===== config.mk =====
export PLATFORM = sky130hd
export DESIGN_NAME = rv32_csr_unit
export DESIGN_NICKNAME = d
export VERILOG_FILES = /design/src/rtl/rv32_csr_pkg.sv /design/src/rtl/rv32_csr_counter.sv /design/src/rtl/rv32_csr_unit.sv
export SDC_FILE = /design/constraint.sdc
export NUM_CORES = 1
export LEC_CHECK = 0
export CORE_UTILIZATION = 45
export CTS_BUF_LIST = sky130_fd_sc_hd__clkbuf_16
export CTS_CLUSTER_SIZE = 8
export DETAILED_ROUTE_END_ITERATION = 10
export PLACE_DENSITY = 0.79
export SLEW_MARGIN = 20
export SYNTH_ARGS = -nofsm -noshare
export SYNTH_HDL_FRONTEND = slang
export SYNTH_SLANG_ARGS = --single-unit

===== constraint.sdc =====
create_clock -name clk -period 22 [get_ports clk]
set_input_delay 5.5 -clock clk [delete_from_list [all_inputs] [get_ports clk]]
set_output_delay 5.5 -clock clk [all_outputs]
set_load 0.1 [all_outputs]

===== src/rtl/rv32_csr_pkg.sv =====
// Shared definitions for the RV32 machine-mode CSR unit.
// Holds CSR addresses, mip/mie bit indices, interrupt cause codes, mstatus
// field indices, the csr_op (funct3) encoding and the read-modify-write helper.
package rv32_csr_pkg;

    localparam logic [11:0] CSR_MSTATUS   = 12'h300;
    localparam logic [11:0] CSR_MISA      = 12'h301;
    localparam logic [11:0] CSR_MIE       = 12'h304;
    localparam logic [11:0] CSR_MTVEC     = 12'h305;
    localparam logic [11:0] CSR_MSCRATCH  = 12'h340;
    localparam logic [11:0] CSR_MEPC      = 12'h341;
    localparam logic [11:0] CSR_MCAUSE    = 12'h342;
    localparam logic [11:0] CSR_MTVAL     = 12'h343;
    localparam logic [11:0] CSR_MIP       = 12'h344;
    localparam logic [11:0] CSR_MCYCLE    = 12'hB00;
    localparam logic [11:0] CSR_MINSTRET  = 12'hB02;
    localparam logic [11:0] CSR_MCYCLEH   = 12'hB80;
    localparam logic [11:0] CSR_MINSTRETH = 12'hB82;
    localparam logic [11:0] CSR_CYCLE     = 12'hC00;
    localparam logic [11:0] CSR_TIME      = 12'hC01;
    localparam logic [11:0] CSR_INSTRET   = 12'hC02;
    localparam logic [11:0] CSR_CYCLEH    = 12'hC80;
    localparam logic [11:0] CSR_TIMEH     = 12'hC81;
    localparam logic [11:0] CSR_INSTRETH  = 12'hC82;
    localparam logic [11:0] CSR_MVENDORID = 12'hF11;
    localparam logic [11:0] CSR_MARCHID   = 12'hF12;
    localparam logic [11:0] CSR_MIMPID    = 12'hF13;
    localparam logic [11:0] CSR_MHARTID   = 12'hF14;

    // mip/mie bit positions
    localparam int IRQ_MSI       = 3;
    localparam int IRQ_MTI       = 7;
    localparam int IRQ_MEI       = 11;
    localparam int IRQ_PLAT_BASE = 16;

    // interrupt cause codes (platform line i uses CAUSE_PLAT_BASE + i)
    localparam logic [4:0] CAUSE_MSI       = 5'd3;
    localparam logic [4:0] CAUSE_MTI       = 5'd7;
    localparam logic [4:0] CAUSE_MEI       = 5'd11;
    localparam logic [4:0] CAUSE_PLAT_BASE = 5'd16;

    // mstatus fields
    localparam int MSTATUS_MIE  = 3;
    localparam int MSTATUS_MPIE = 7;
    localparam logic [31:0] MSTATUS_RST = 32'h0000_1800;  // MPP=11 hardwired
    localparam logic [31:0] MISA_VAL    = 32'h4000_0100;  // RV32I

    typedef enum logic [2:0] {
        CSR_OP_RW  = 3'b001,
        CSR_OP_RS  = 3'b010,
        CSR_OP_RC  = 3'b011,
        CSR_OP_RWI = 3'b101,
        CSR_OP_RSI = 3'b110,
        CSR_OP_RCI = 3'b111
    } csr_op_e;

    // registered interrupt request/cause pair
    typedef struct packed {
        logic        req;
        logic [31:0] cause;
    } irq_resp_t;

    // New CSR value from the pre-write value and the operand.
    function automatic logic [31:0] csr_apply(input logic [2:0] op,
                                              input logic [31:0] old,
                                              input logic [31:0] wdata);
        logic [31:0] src;
        src = op[2] ? {27'd0, wdata[4:0]} : wdata;
        case (csr_op_e'(op))
            CSR_OP_RW, CSR_OP_RWI: return src;
            CSR_OP_RS, CSR_OP_RSI: return old | src;
            CSR_OP_RC, CSR_OP_RCI: return old & ~src;
            default:               return old;
        endcase
    endfunction

endpackage


===== src/rtl/rv32_csr_counter.sv =====
// CNT_W-bit performance counter presented as a 64-bit value (upper bits 0).
// Ports: clk, rst (async, active high), inc, wr_lo/wr_hi half-write strobes,
// wdata (32-bit half value), cnt (64-bit zero-extended count).
// A half-write replaces only that half and suppresses inc for that cycle;
// an increment carries from the low into the high half in the same cycle.
module rv32_csr_counter #(
    parameter int CNT_W = 64
) (
    input  logic        clk,
    input  logic        rst,
    input  logic        inc,
    input  logic        wr_lo,
    input  logic        wr_hi,
    input  logic [31:0] wdata,
    output logic [63:0] cnt
);

    logic [CNT_W-1:0] cnt_q;
    logic [63:0]      cur, nxt;

    assign cur = 64'(cnt_q);
    assign cnt = cur;

    always_comb begin
        nxt = cur;
        if (wr_lo)      nxt[31:0]  = wdata;
        else if (wr_hi) nxt[63:32] = wdata;  // bits above CNT_W are dropped
        else if (inc)   nxt        = cur + 64'd1;
    end

    always_ff @(posedge clk or posedge rst) begin
        if (rst) cnt_q <= '0;
        else     cnt_q <= nxt[CNT_W-1:0];
    end

endmodule


===== src/rtl/rv32_csr_unit.sv =====
// Machine-mode CSR file for the RV32 core: mstatus/mie/mtvec/mscratch/mepc/
// mcause/mtval/mip, 64-bit mcycle/minstret, time shadow, registered
// interrupt arbitration and trap-vector generation.
// Ports: clk, rst (async, active high); CSR access csr_addr/op/we/wdata ->
// csr_rdata (pre-write, combinational), csr_illegal; instret_inc; mtime;
// trap inputs exception_trigger/cause/pc/value, mret_trigger; interrupt
// sources irq_soft/timer/ext/plat; outputs irq_req, irq_cause (registered),
// trap_vector, mepc_out, mstatus_out.
// Config macro CSR_VECTORED_MTVEC_EN: when defined, mtvec MODE=01 is stored
// and interrupts vector to BASE+4*code; otherwise MODE is hardwired 00.
module rv32_csr_unit
    import rv32_csr_pkg::*;
#(
    parameter int          NUM_IRQ = 4,
    parameter logic [31:0] HART_ID = 32'd0,
    parameter int          CNT_W   = 64
) (
    input  logic               clk,
    input  logic               rst,
    input  logic [11:0]        csr_addr,
    input  logic [2:0]         csr_op,
    input  logic               csr_we,
    input  logic [31:0]        csr_wdata,
    output logic [31:0]        csr_rdata,
    output logic               csr_illegal,
    input  logic               instret_inc,
    input  logic [63:0]        mtime,
    input  logic               exception_trigger,
    input  logic [31:0]        exception_cause,
    input  logic [31:0]        exception_pc,
    input  logic [31:0]        exception_value,
    input  logic               mret_trigger,
    input  logic               irq_soft,
    input  logic               irq_timer,
    input  logic               irq_ext,
    input  logic [NUM_IRQ-1:0] irq_plat,
    output logic               irq_req,
    output logic [31:0]        irq_cause,
    output logic [31:0]        trap_vector,
    output logic [31:0]        mepc_out,
    output logic [31:0]        mstatus_out
);

    localparam logic [31:0] MIE_MASK =
        32'h888 | (((32'd1 << NUM_IRQ) - 32'd1) << IRQ_PLAT_BASE);

    logic        mst_mie_q, mst_mie_d, mst_mpie_q, mst_mpie_d;
    logic [31:0] mie_q, mie_d, mscratch_q, mscratch_d;
    logic [31:0] mepc_q, mepc_d, mcause_q, mcause_d, mtval_q, mtval_d;
    logic [29:0] tvec_base_q, tvec_base_d;
    logic        tvec_mode_q;
    logic [31:0] mip_q, mip_now, pend, mstatus_rd, wr_val;
    logic [63:0] mcycle, minstret;
    logic        hit, csr_wr;
    logic [4:0]  irq_code;
    irq_resp_t   irq_q, irq_d;
    logic        unused_pc_lsb;

    assign unused_pc_lsb = ^exception_pc[1:0];

    // Either trap trigger drops a CSR write issued in the same cycle.
    assign csr_wr = csr_we & ~exception_trigger & ~mret_trigger;
    assign wr_val = csr_apply(csr_op, csr_rdata, csr_wdata);

    always_comb begin
        mstatus_rd               = MSTATUS_RST;
        mstatus_rd[MSTATUS_MIE]  = mst_mie_q;
        mstatus_rd[MSTATUS_MPIE] = mst_mpie_q;
    end

    // ---- read mux / legality ----
    always_comb begin
        hit       = 1'b1;
        csr_rdata = 32'd0;
        case (csr_addr)
            CSR_MSTATUS:               csr_rdata = mstatus_rd;
            CSR_MISA:                  csr_rdata = MISA_VAL;
            CSR_MIE:                   csr_rdata = mie_q;
            CSR_MTVEC:                 csr_rdata = {tvec_base_q, 1'b0, tvec_mode_q};
            CSR_MSCRATCH:              csr_rdata = mscratch_q;
            CSR_MEPC:                  csr_rdata = mepc_q;
            CSR_MCAUSE:                csr_rdata = mcause_q;
            CSR_MTVAL:                 csr_rdata = mtval_q;
            CSR_MIP:                   csr_rdata = mip_q;
            CSR_MCYCLE, CSR_CYCLE:     csr_rdata = mcycle[31:0];
            CSR_MCYCLEH, CSR_CYCLEH:   csr_rdata = mcycle[63:32];
            CSR_MINSTRET, CSR_INSTRET: csr_rdata = minstret[31:0];
            CSR_MINSTRETH, CSR_INSTRETH: csr_rdata = minstret[63:32];
            CSR_TIME:                  csr_rdata = mtime[31:0];
            CSR_TIMEH:                 csr_rdata = mtime[63:32];
            CSR_MVENDORID, CSR_MARCHID, CSR_MIMPID: csr_rdata = 32'd0;
            CSR_MHARTID:               csr_rdata = HART_ID;
            default:                   hit = 1'b0;
        endcase
    end

    assign csr_illegal = ~hit | (csr_we & (csr_addr[11:10] == 2'b11));

    // ---- next state: trap > mret > CSR write ----
    always_comb begin
        mst_mie_d   = mst_mie_q;
        mst_mpie_d  = mst_mpie_q;
        mie_d       = mie_q;
        tvec_base_d = tvec_base_q;
        mscratch_d  = mscratch_q;
        mepc_d      = mepc_q;
        mcause_d    = mcause_q;
        mtval_d     = mtval_q;
        if (exception_trigger) begin
            mst_mpie_d = mst_mie_q;
            mst_mie_d  = 1'b0;
            mepc_d     = {exception_pc[31:2], 2'b00};
            mcause_d   = exception_cause;
            mtval_d    = exception_value;
        end else if (mret_trigger) begin
            mst_mie_d  = mst_mpie_q;
            mst_mpie_d = 1'b1;
        end else if (csr_we) begin
            case (csr_addr)
                CSR_MSTATUS: begin
                    mst_mie_d  = wr_val[MSTATUS_MIE];
                    mst_mpie_d = wr_val[MSTATUS_MPIE];
                end
                CSR_MIE:      mie_d       = wr_val & MIE_MASK;
                CSR_MTVEC:    tvec_base_d = wr_val[31:2];
                CSR_MSCRATCH: mscratch_d  = wr_val;
                CSR_MEPC:     mepc_d      = {wr_val[31:2], 2'b00};  // IALIGN=32
                CSR_MCAUSE:   mcause_d    = wr_val;
                CSR_MTVAL:    mtval_d     = wr_val;
                default: ;
            endcase
        end
    end

    always_ff @(posedge clk or posedge rst) begin
        if (rst) begin
            mst_mie_q   <= 1'b0;
            mst_mpie_q  <= 1'b0;
            mie_q       <= '0;
            tvec_base_q <= '0;
            mscratch_q  <= '0;
            mepc_q      <= '0;
            mcause_q    <= '0;
            mtval_q     <= '0;
            mip_q       <= '0;
            irq_q       <= '0;
        end else begin
            mst_mie_q   <= mst_mie_d;
            mst_mpie_q  <= mst_mpie_d;
            mie_q       <= mie_d;
            tvec_base_q <= tvec_base_d;
            mscratch_q  <= mscratch_d;
            mepc_q      <= mepc_d;
            mcause_q    <= mcause_d;
            mtval_q     <= mtval_d;
            mip_q       <= mip_now;
            irq_q       <= irq_d;
        end
    end

`ifdef CSR_VECTORED_MTVEC_EN
    // MODE 1x is not supported: such a write keeps the old MODE.
    always_ff @(posedge clk or posedge rst) begin
        if (rst)
            tvec_mode_q <= 1'b0;
        else if (csr_wr && csr_addr == CSR_MTVEC && !wr_val[1])
            tvec_mode_q <= wr_val[0];
    end
`else
    assign tvec_mode_q = 1'b0;
`endif

    always_comb begin
        trap_vector = {tvec_base_q, 2'b00};
        if (tvec_mode_q && exception_cause[31])
            trap_vector = {tvec_base_q, 2'b00} + {25'd0, exception_cause[4:0], 2'b00};
    end

    // ---- interrupts ----
    // Arbitration uses this cycle's sources against the post-edge mie/MIE,
    // so irq_req follows a source by one cycle and drops right after a trap.
    always_comb begin
        mip_now                             = '0;
        mip_now[IRQ_MSI]                    = irq_soft;
        mip_now[IRQ_MTI]                    = irq_timer;
        mip_now[IRQ_MEI]                    = irq_ext;
        mip_now[IRQ_PLAT_BASE +: NUM_IRQ]   = irq_plat;
    end

    assign pend = mip_now & mie_d;

    always_comb begin
        irq_code = 5'd0;
        // lowest-priority first so later checks override
        for (int i = NUM_IRQ - 1; i >= 0; i--)
            if (pend[IRQ_PLAT_BASE + i]) irq_code = CAUSE_PLAT_BASE + 5'(i);
        if (pend[IRQ_MTI]) irq_code = CAUSE_MTI;
        if (pend[IRQ_MSI]) irq_code = CAUSE_MSI;
        if (pend[IRQ_MEI]) irq_code = CAUSE_MEI;
    end

    always_comb begin
        irq_d.req   = mst_mie_d & (|pend);
        irq_d.cause = irq_d.req ? {1'b1, 26'd0, irq_code} : 32'd0;
    end

    assign irq_req     = irq_q.req;
    assign irq_cause   = irq_q.cause;
    assign mepc_out    = mepc_q;
    assign mstatus_out = mstatus_rd;

    // ---- counters ----
    rv32_csr_counter #(.CNT_W(CNT_W)) u_mcycle (
        .clk   (clk),
        .rst   (rst),
        .inc   (1'b1),
        .wr_lo (csr_wr && csr_addr == CSR_MCYCLE),
        .wr_hi (csr_wr && csr_addr == CSR_MCYCLEH),
        .wdata (wr_val),
        .cnt   (mcycle)
    );

    rv32_csr_counter #(.CNT_W(CNT_W)) u_minstret (
        .clk   (clk),
        .rst   (rst),
        .inc   (instret_inc),
        .wr_lo (csr_wr && csr_addr == CSR_MINSTRET),
        .wr_hi (csr_wr && csr_addr == CSR_MINSTRETH),
        .wdata (wr_val),
        .cnt   (minstret)
    );

endmodule

==> results.yml, run 1 <==
cts:
  cts_hold_buf: 0
  worst_skew_pair_later_pin_latency_ps: 590
  cts_max_path_buffers: 3
  numClockSinks: 306
  clk_pin_slew_worst_paths_ps: 50
  cts_htree_levels: 2
  root_buffer: "sky130_fd_sc_hd__clkbuf_16"
  tritoncts_clock_tree: "done"
  cts_setup_buffers: 0
  cts_made_buffers: 44
  cts.repair.resized: 0
global_route:
  first_pass_grt_wire_length_um: 124000
  grt_pass1_vias: 19600
  pin_count_of_the_biggest_net_entering_global_routing: 106
  grt_antenna_before_repair: 2
  grt_total_ovfl: 0
  globalRouteTotalUtil: 0.370
layout:
  number_of_inserted_filler_cells_in_the_final_layout: 3811
  layout_commonest_cell: "sky130_fd_sc_hd__nand2_1"
  area_delta_synth_final_pct: 22.6
  final_design_area_no_fill_um2: 24500
  layout.area.seq_um2: 7660
  instances_no_fill: 3122
  number_of_nets_in_the_finished_design: 2755
  final_cell_mix: "sky130_fd_sc_hd__nand2_1 (318), sky130_fd_sc_hd__clkdlybuf4s50_1 (316), sky130_fd_sc_hd__dfrtp_1 (306), sky130_fd_sc_hd__a21oi_1 (157), sky130_fd_sc_hd__nor2_1 (150)"
  post_route_cells_drive_above_1_share: 0.0883
  multi_input_comb_area_um2: 11300
logic_synthesis:
  largest_family_of_logic_cells_by_synthesized_area: "compound AO/OA/AOI/OAI gates"
  synth.lib_cells_used.distinct: 109
  syn_inst: 2286
  synth_flop_cell: "sky130_fd_sc_hd__dfrtp_1"
  yosys.area_share.simple: 0.216
  synthArstFlopShare: 1.00
  yosysTopAreaCellShare: 0.384
  synth.area.top_cells: "sky130_fd_sc_hd__dfrtp_1 (38%), sky130_fd_sc_hd__nand2_1 (6.0%), sky130_fd_sc_hd__mux2i_1 (4.6%)"
  synth_xor_area_frac: 0.0268
  synth_enable_flop_cells: 0
  post_synth.cell_area_avg_um2: 8.73
  postSynthRegisterBits: 306
  synth-compound-area-share: 0.232
  ys_seq_area_frac: 0.384
  synthMuxAreaShare: 0.0744
  synthDominantAreaCellType: "sky130_fd_sc_hd__dfrtp_1"
  ys.warnings.count: 0
  netlist_area_um2: 19900
  post_synth_fa_ha_maj_area_fraction: 0.00125
setup_path:
  critical_path.max_fanout: 29
  r2r_setup_slack_ps: 18070
  crit_path_start: "csr_addr[3]"
  end_point_of_the_critical_path: "csr_rdata[25]"
  timing.reg2reg.worst_path_depth: 8
  critical_path_arrival_ps: 10020
  regToRegStartpoint: "u_mcycle.cnt[1]$_DFFE_PP0P_"
  crit-reg2reg-capture: "u_mcycle.cnt[42]$_DFFE_PP0N_"
  critical_path.cell_chain: "clkdlybuf4s50_1 -> or4_1 -> nor3_4 -> buf_4 -> a222oi_1 -> and3_1 -> and3_1 -> inv_1 -> clkdlybuf4s50_1"
  start_kind: "primary input"
  crit_path_end_kind: "output pin"
  cpPeakStageDelay_ps: 1150
  critical-path-slowest-cell: "sky130_fd_sc_hd__clkdlybuf4s50_1"
  criticalPathCategory: "in -> out"
  timing.critical_path.required_ps: 16500
sta:
  timing_hold_violations_final: 0
  drv_slew: 0
  fin_crit_ps: 15520
  grt_setup_unrepaired: "no"
  achievable-frequency_mhz: 64.4
  timing_worst_slew_pin_value_ps: 1300
  timing.setup.tns_ps: 0
  min_period_over_period: 0.706
  setup_violations: 0
  slew_headroom: 0.127
  clock_skews_ps: 30.3
  setup_ws_ps: 6480
worst_hold_path:
  hold_path.class: "reg -> reg"
detailed_routing:
  firstDrtPassIters: 9
  postRouteAntennaNets: 0
  detail_route.iter0.violations: 3096
  wl_per_cell_um: 27.0
  drc: 0
  vias_per_cell: 6.72
  routed_vias: 21000
  postRouteWirelength_um: 84200
power_and_ir_drop:
  comb_power_share: 0.188
  power.static_leakage_nw: 10.5
  cell_internal_power_mw: 1.05
  p_per_area_nw_per_um2: 63.5
  power.net_switching_mw: 0.499
  p_sw_frac: 0.321
  power.total_mw: 1.55
  power_frac_clock: 0.397
  share_seq_of_total_power: 0.415
  max-vdd-ir-drop_v: 0.0000494
place:
  placed_cells: 3072
  dp_worst_setup_slack_ps: 6610
  routabilityCongestion: 0.998
  postPlaceCellArea_um2: 23300
  buffer_ports.inserted: 319
  dpl.hpwl_um: 59900
flow_run:
  maxCapViolCount: 0
die:
  initial_core_utilization: 0.460
  chipWidth_um: 213
  dieArea_um2: 45200
  pin_count: 382
  chipHeight_um: 213
  core_region_area_um2: 43400
  placement_rows: 76
outcome:
  run_status: "completed"
-- power by group through the flow --
stage          logic (mW)  registers [mW]  clock network [mW]
2_1_floorplan       0.170           0.667                   0
5_1_grt             0.308           0.646               0.638
4_1_cts             0.288           0.641               0.618
3_5_place_dp        0.285           0.650                   0
3_3_place_gp        0.282           0.647                   0
6_report            0.293           0.644               0.617
-- synth_stat cells (8+ instances only) --
cell                       number
sky130_fd_sc_hd__nand2_1      321
sky130_fd_sc_hd__dfrtp_1      306
sky130_fd_sc_hd__a21oi_1      157
sky130_fd_sc_hd__nor2_1       150
sky130_fd_sc_hd__o21ai_0      147
sky130_fd_sc_hd__nand3_1       99
sky130_fd_sc_hd__clkbuf_1      94
sky130_fd_sc_hd__mux2i_1       91
sky130_fd_sc_hd__o21ai_1       83
sky130_fd_sc_hd__buf_4         71
sky130_fd_sc_hd__a222oi_1      50
sky130_fd_sc_hd__a22oi_1       50
sky130_fd_sc_hd__buf_2         43
sky130_fd_sc_hd__mux2_2        43
sky130_fd_sc_hd__nand4_1       41
sky130_fd_sc_hd__xnor2_1       39
sky130_fd_sc_hd__and3_1        38
sky130_fd_sc_hd__nor3_1        36
sky130_fd_sc_hd__o22ai_1       27
sky130_fd_sc_hd__xor2_1        22
sky130_fd_sc_hd__inv_1         21
sky130_fd_sc_hd__nor2b_1       21
sky130_fd_sc_hd__nor4_1        20
sky130_fd_sc_hd__and4_1        19
sky130_fd_sc_hd__and2_1        18
sky130_fd_sc_hd__a221oi_1      16
sky130_fd_sc_hd__nand2b_1      16
sky130_fd_sc_hd__a22o_1        13
sky130_fd_sc_hd__a31oi_1       13
sky130_fd_sc_hd__buf_6         10
sky130_fd_sc_hd__o211ai_1       8
-- state kept, by name (all words and copies together), names as in the netlist, 6 cells and up --
name,flops
irq_cause,6
mcause_q,32
mepc_out,30
mie_q,7
mip_q,7
mscratch_q,32
mtval_q,32
tvec_base_q,30
u_mcycle.cnt,64
u_minstret.cnt,64
-- final cells by class --
type / count / share of cell area
Antenna cell: 1 / 0.000102
Clock buffer: 46 / 0.0471
Clock inverter: 3 / 0.00107
Inverter: 22 / 0.00368
Multi-Input combinational cell: 1792 / 0.460
Sequential cell: 306 / 0.313
Tap cell: 585 / 0.0299
Timing Repair Buffer: 367 / 0.145
-- routing by layer --
layer | routed length [um] | GRT usage | up-vias
li1 | - | - | 8853
met4 | 4630 | 0.190 | 0
met2 | 36500 | 0.548 | 1719
met3 | 11400 | 0.0990 | 300
met1 | 31700 | 0.496 | 10100
met5 | 0 | 0 | -
-- worst max-delay path: cells and delay by family --
family | cells | cell delay, ps
buf+inv | 4 | 2460
simple gates | 4 | 1840
compound gates | 1 | 180
-- cell families (layout without fill, tap and decap cells) --
logic type               Yosys count  count (layout)
AO/OA/AOI/OAI                    677             677
multiplexers                     141             141
adder cells (fa/ha/maj)            2               2
XOR/XNOR                          61              61
buffers and inverters            246             438
flip-flops                       306             306
other                              2              61
AND/OR/NAND/NOR                  851             851
-- worst min-delay path by stage --
| stage | start | endpoint | cells after the start |
|---|---|---|---|
| 6_report | mscratch_q[3]$_DFFE_PP0P_ | mscratch_q[3]$_DFFE_PP0P_ | 2 |
| 5_1_grt | mscratch_q[7]$_DFFE_PP0P_ | mscratch_q[7]$_DFFE_PP0P_ | 2 |
| 4_1_cts | mscratch_q[3]$_DFFE_PP0P_ | mscratch_q[3]$_DFFE_PP0P_ | 2 |
| 3_5_place_dp | mscratch_q[3]$_DFFE_PP0P_ | mscratch_q[3]$_DFFE_PP0P_ | 2 |
| 3_3_place_gp | mscratch_q[3]$_DFFE_PP0P_ | mscratch_q[3]$_DFFE_PP0P_ | 2 |
| 2_1_floorplan | mscratch_q[30]$_DFFE_PP0P_ | mscratch_q[30]$_DFFE_PP0P_ | 2 |
-- stage by stage --
| stage | hold WS, ps | utilization |
|---|---|---|
| 2_1_floorplan | 445 | - |
| 3_3_place_gp | 460 | 0.537 |
| 3_5_place_dp | 472 | 0.537 |
| 4_1_cts | 483 | 0.564 |
| 5_1_grt | 511 | 0.564 |
| 6_report | 484 | 0.564 |
No activity file was read; power rests on OpenSTA's default activity.
==> inputs of run 2 (changes only) <==
==> constraint.sdc (replaced) <==
create_clock -name clk -period 16.07 [get_ports clk]
set_input_delay 4.0175 -clock clk [delete_from_list [all_inputs] [get_ports clk]]
set_output_delay 4.0175 -clock clk [all_outputs]
set_load 0.1 [all_outputs]
==> run 2 against run 1 <==
Net effect: cell count is essentially flat; power increased by 37%; clock power up 38%; core utilization is essentially flat; cell area about the same; sequential share of layout area about the same; flip-flop and latch count did not move; combinational power up 36%; register-to-register slack worse by 5500 ps; non-clock buffer count fell by 4; setup slack got worse by 2900 ps; critical path depth unchanged.
==> results.yml, run 2 (synthesis gave the netlist of run 1 again) <==
sta:
  slew_headroom: 0.180
  drv_slew: 0
  fin_crit_ps: 12540
  min_period_over_period: 0.781
  clock_skews_ps: 17.9
  timing_worst_slew_pin_value_ps: 1220
  timing.setup.tns_ps: 0
  achievable-frequency_mhz: 79.7
  grt_setup_unrepaired: "no"
  timing_hold_violations_final: 0
  setup_violations: 0
  finalHoldWorstSlack_ps: 487
layout:
  multi_input_comb_area_um2: 11300
  final_design_area_no_fill_um2: 24500
  post_route_cells_drive_above_1_share: 0.0872
  layout_commonest_cell: "sky130_fd_sc_hd__nand2_1"
  instances_no_fill: 3121
  number_of_inserted_filler_cells_in_the_final_layout: 3852
  final_cell_mix: "sky130_fd_sc_hd__nand2_1 (318), sky130_fd_sc_hd__clkdlybuf4s50_1 (316), sky130_fd_sc_hd__dfrtp_1 (306), sky130_fd_sc_hd__a21oi_1 (157), sky130_fd_sc_hd__nor2_1 (149)"
  number_of_nets_in_the_finished_design: 2751
  area_delta_synth_final_pct: 22.7
  layout.area.seq_um2: 7660
cts:
  cts_max_path_buffers: 3
  cts_hold_buf: 0
  tritoncts_clock_tree: "done"
  numClockSinks: 306
  cts_setup_buffers: 0
  root_buffer: "sky130_fd_sc_hd__clkbuf_16"
  cts_made_buffers: 44
  cts_htree_levels: 2
  cts.repair.resized: 0
  clk_pin_slew_worst_paths_ps: 50
  worst_skew_pair_later_pin_latency_ps: 590
die:
  chipHeight_um: 213
  initial_core_utilization: 0.460
  chipWidth_um: 213
  dieArea_um2: 45200
  core_region_area_um2: 43400
  placement_rows: 76
  pin_count: 382
power_and_ir_drop:
  max-vdd-ir-drop_v: 0.0000888
  p_per_area_nw_per_um2: 87.1
  power.static_leakage_nw: 10.5
place:
  postPlaceCellArea_um2: 23300
  placed_cells: 3067
  routabilityCongestion: 0.975
  dpl.hpwl_um: 60000
  buffer_ports.inserted: 319
setup_path:
  criticalPathCategory: "in -> out"
  critical_path.max_fanout: 29
  timing.critical_path.required_ps: 12050
  start_kind: "primary input"
  crit_path_end_kind: "output pin"
  critical_path_arrival_ps: 8530
global_route:
  globalRouteMet2Util: 0.545
  grt_total_ovfl: 0
  grt_util_met1: 0.515
  use_met3: 0.0869
  grt_antenna_before_repair: 3
  first_pass_grt_wire_length_um: 124000
  grt_pass1_vias: 19600
  globalRouteTotalUtil: 0.372
  pin_count_of_the_biggest_net_entering_global_routing: 181
  top_usage_layer: "met2"
detailed_routing:
  postRouteWirelength_um: 84400
  postRouteAntennaNets: 0
  detail_route.iter0.violations: 3082
  routed_vias: 20700
  wl_per_cell_um: 27.0
  drc: 0
  vias_per_cell: 6.62
  firstDrtPassIters: 9
worst_hold_path:
  hold_path.class: "reg -> reg"
flow_run:
  maxCapViolCount: 0
outcome:
  run_status: "completed"
-- run 2: power breakdown --
part           switching [mW]  total (mW)  internal [mW]
sequential             0.0646       0.882          0.818
combinational           0.273       0.399          0.126
clock                   0.356       0.849          0.493
-- run 2: metal layers --
layer	wire, um	vias to the layer above
met4	4220	0
met5	0	-
met3	10800	249
li1	-	8807
met1	32500	10100
met2	36800	1534
-- run 2: layout make-up --
cell class,count,area share
timing repair buffer,363,0.144
clock buffer,45,0.0460
inverter,22,0.00368
antenna,2,0.000205
sequential,306,0.313
clock inverter,6,0.00256
multi-input combinational,1792,0.461
tap,585,0.0299
-- run 2: final timing paths --
| check | start | cells after the start | slack (ps) | to |
|---|---|---|---|---|
| worst max-delay path | csr_addr[3] | 9 | 3530 | csr_rdata[25] |
| worst min-delay path | mscratch_q[7]$_DFFE_PP0P_ | 2 | 490 | mscratch_q[7]$_DFFE_PP0P_ |
| worst max register to register | u_mcycle.cnt[1]$_DFFE_PP0P_ | 8 | 12570 | u_mcycle.cnt[42]$_DFFE_PP0N_ |
| worst min register to register | mscratch_q[7]$_DFFE_PP0P_ | 2 | 490 | mscratch_q[7]$_DFFE_PP0P_ |
| max in group asynchronous | rst | 3 | 10520 | u_mcycle.cnt[13]$_DFFE_PP0P_ |
| min in group asynchronous | rst | 2 | 3960 | tvec_base_q[16]$_DFFE_PP0P_ |
-- run 2: worst max-delay path, stage by stage --
cell and delay [ps]:
sky130_fd_sc_hd__clkdlybuf4s50_1 840, sky130_fd_sc_hd__or4_1 1030, sky130_fd_sc_hd__nor3_4 280, sky130_fd_sc_hd__buf_4 390
sky130_fd_sc_hd__a222oi_1 180, sky130_fd_sc_hd__and3_1 270, sky130_fd_sc_hd__and3_1 240, sky130_fd_sc_hd__inv_1 80
sky130_fd_sc_hd__clkdlybuf4s50_1 1160
-- run 2: per-stage QoR --
| stage | power [mW] | util | worst slack, ps |
|---|---|---|---|
| floorplan | 1.15 | - | 3590 |
| global placement | 1.27 | 0.536 | 3690 |
| detailed placement | 1.28 | 0.536 | 3650 |
| CTS | 2.12 | 0.564 | 3640 |
| global route | 2.19 | 0.564 | 3490 |
| finish | 2.13 | 0.564 | 3530 |
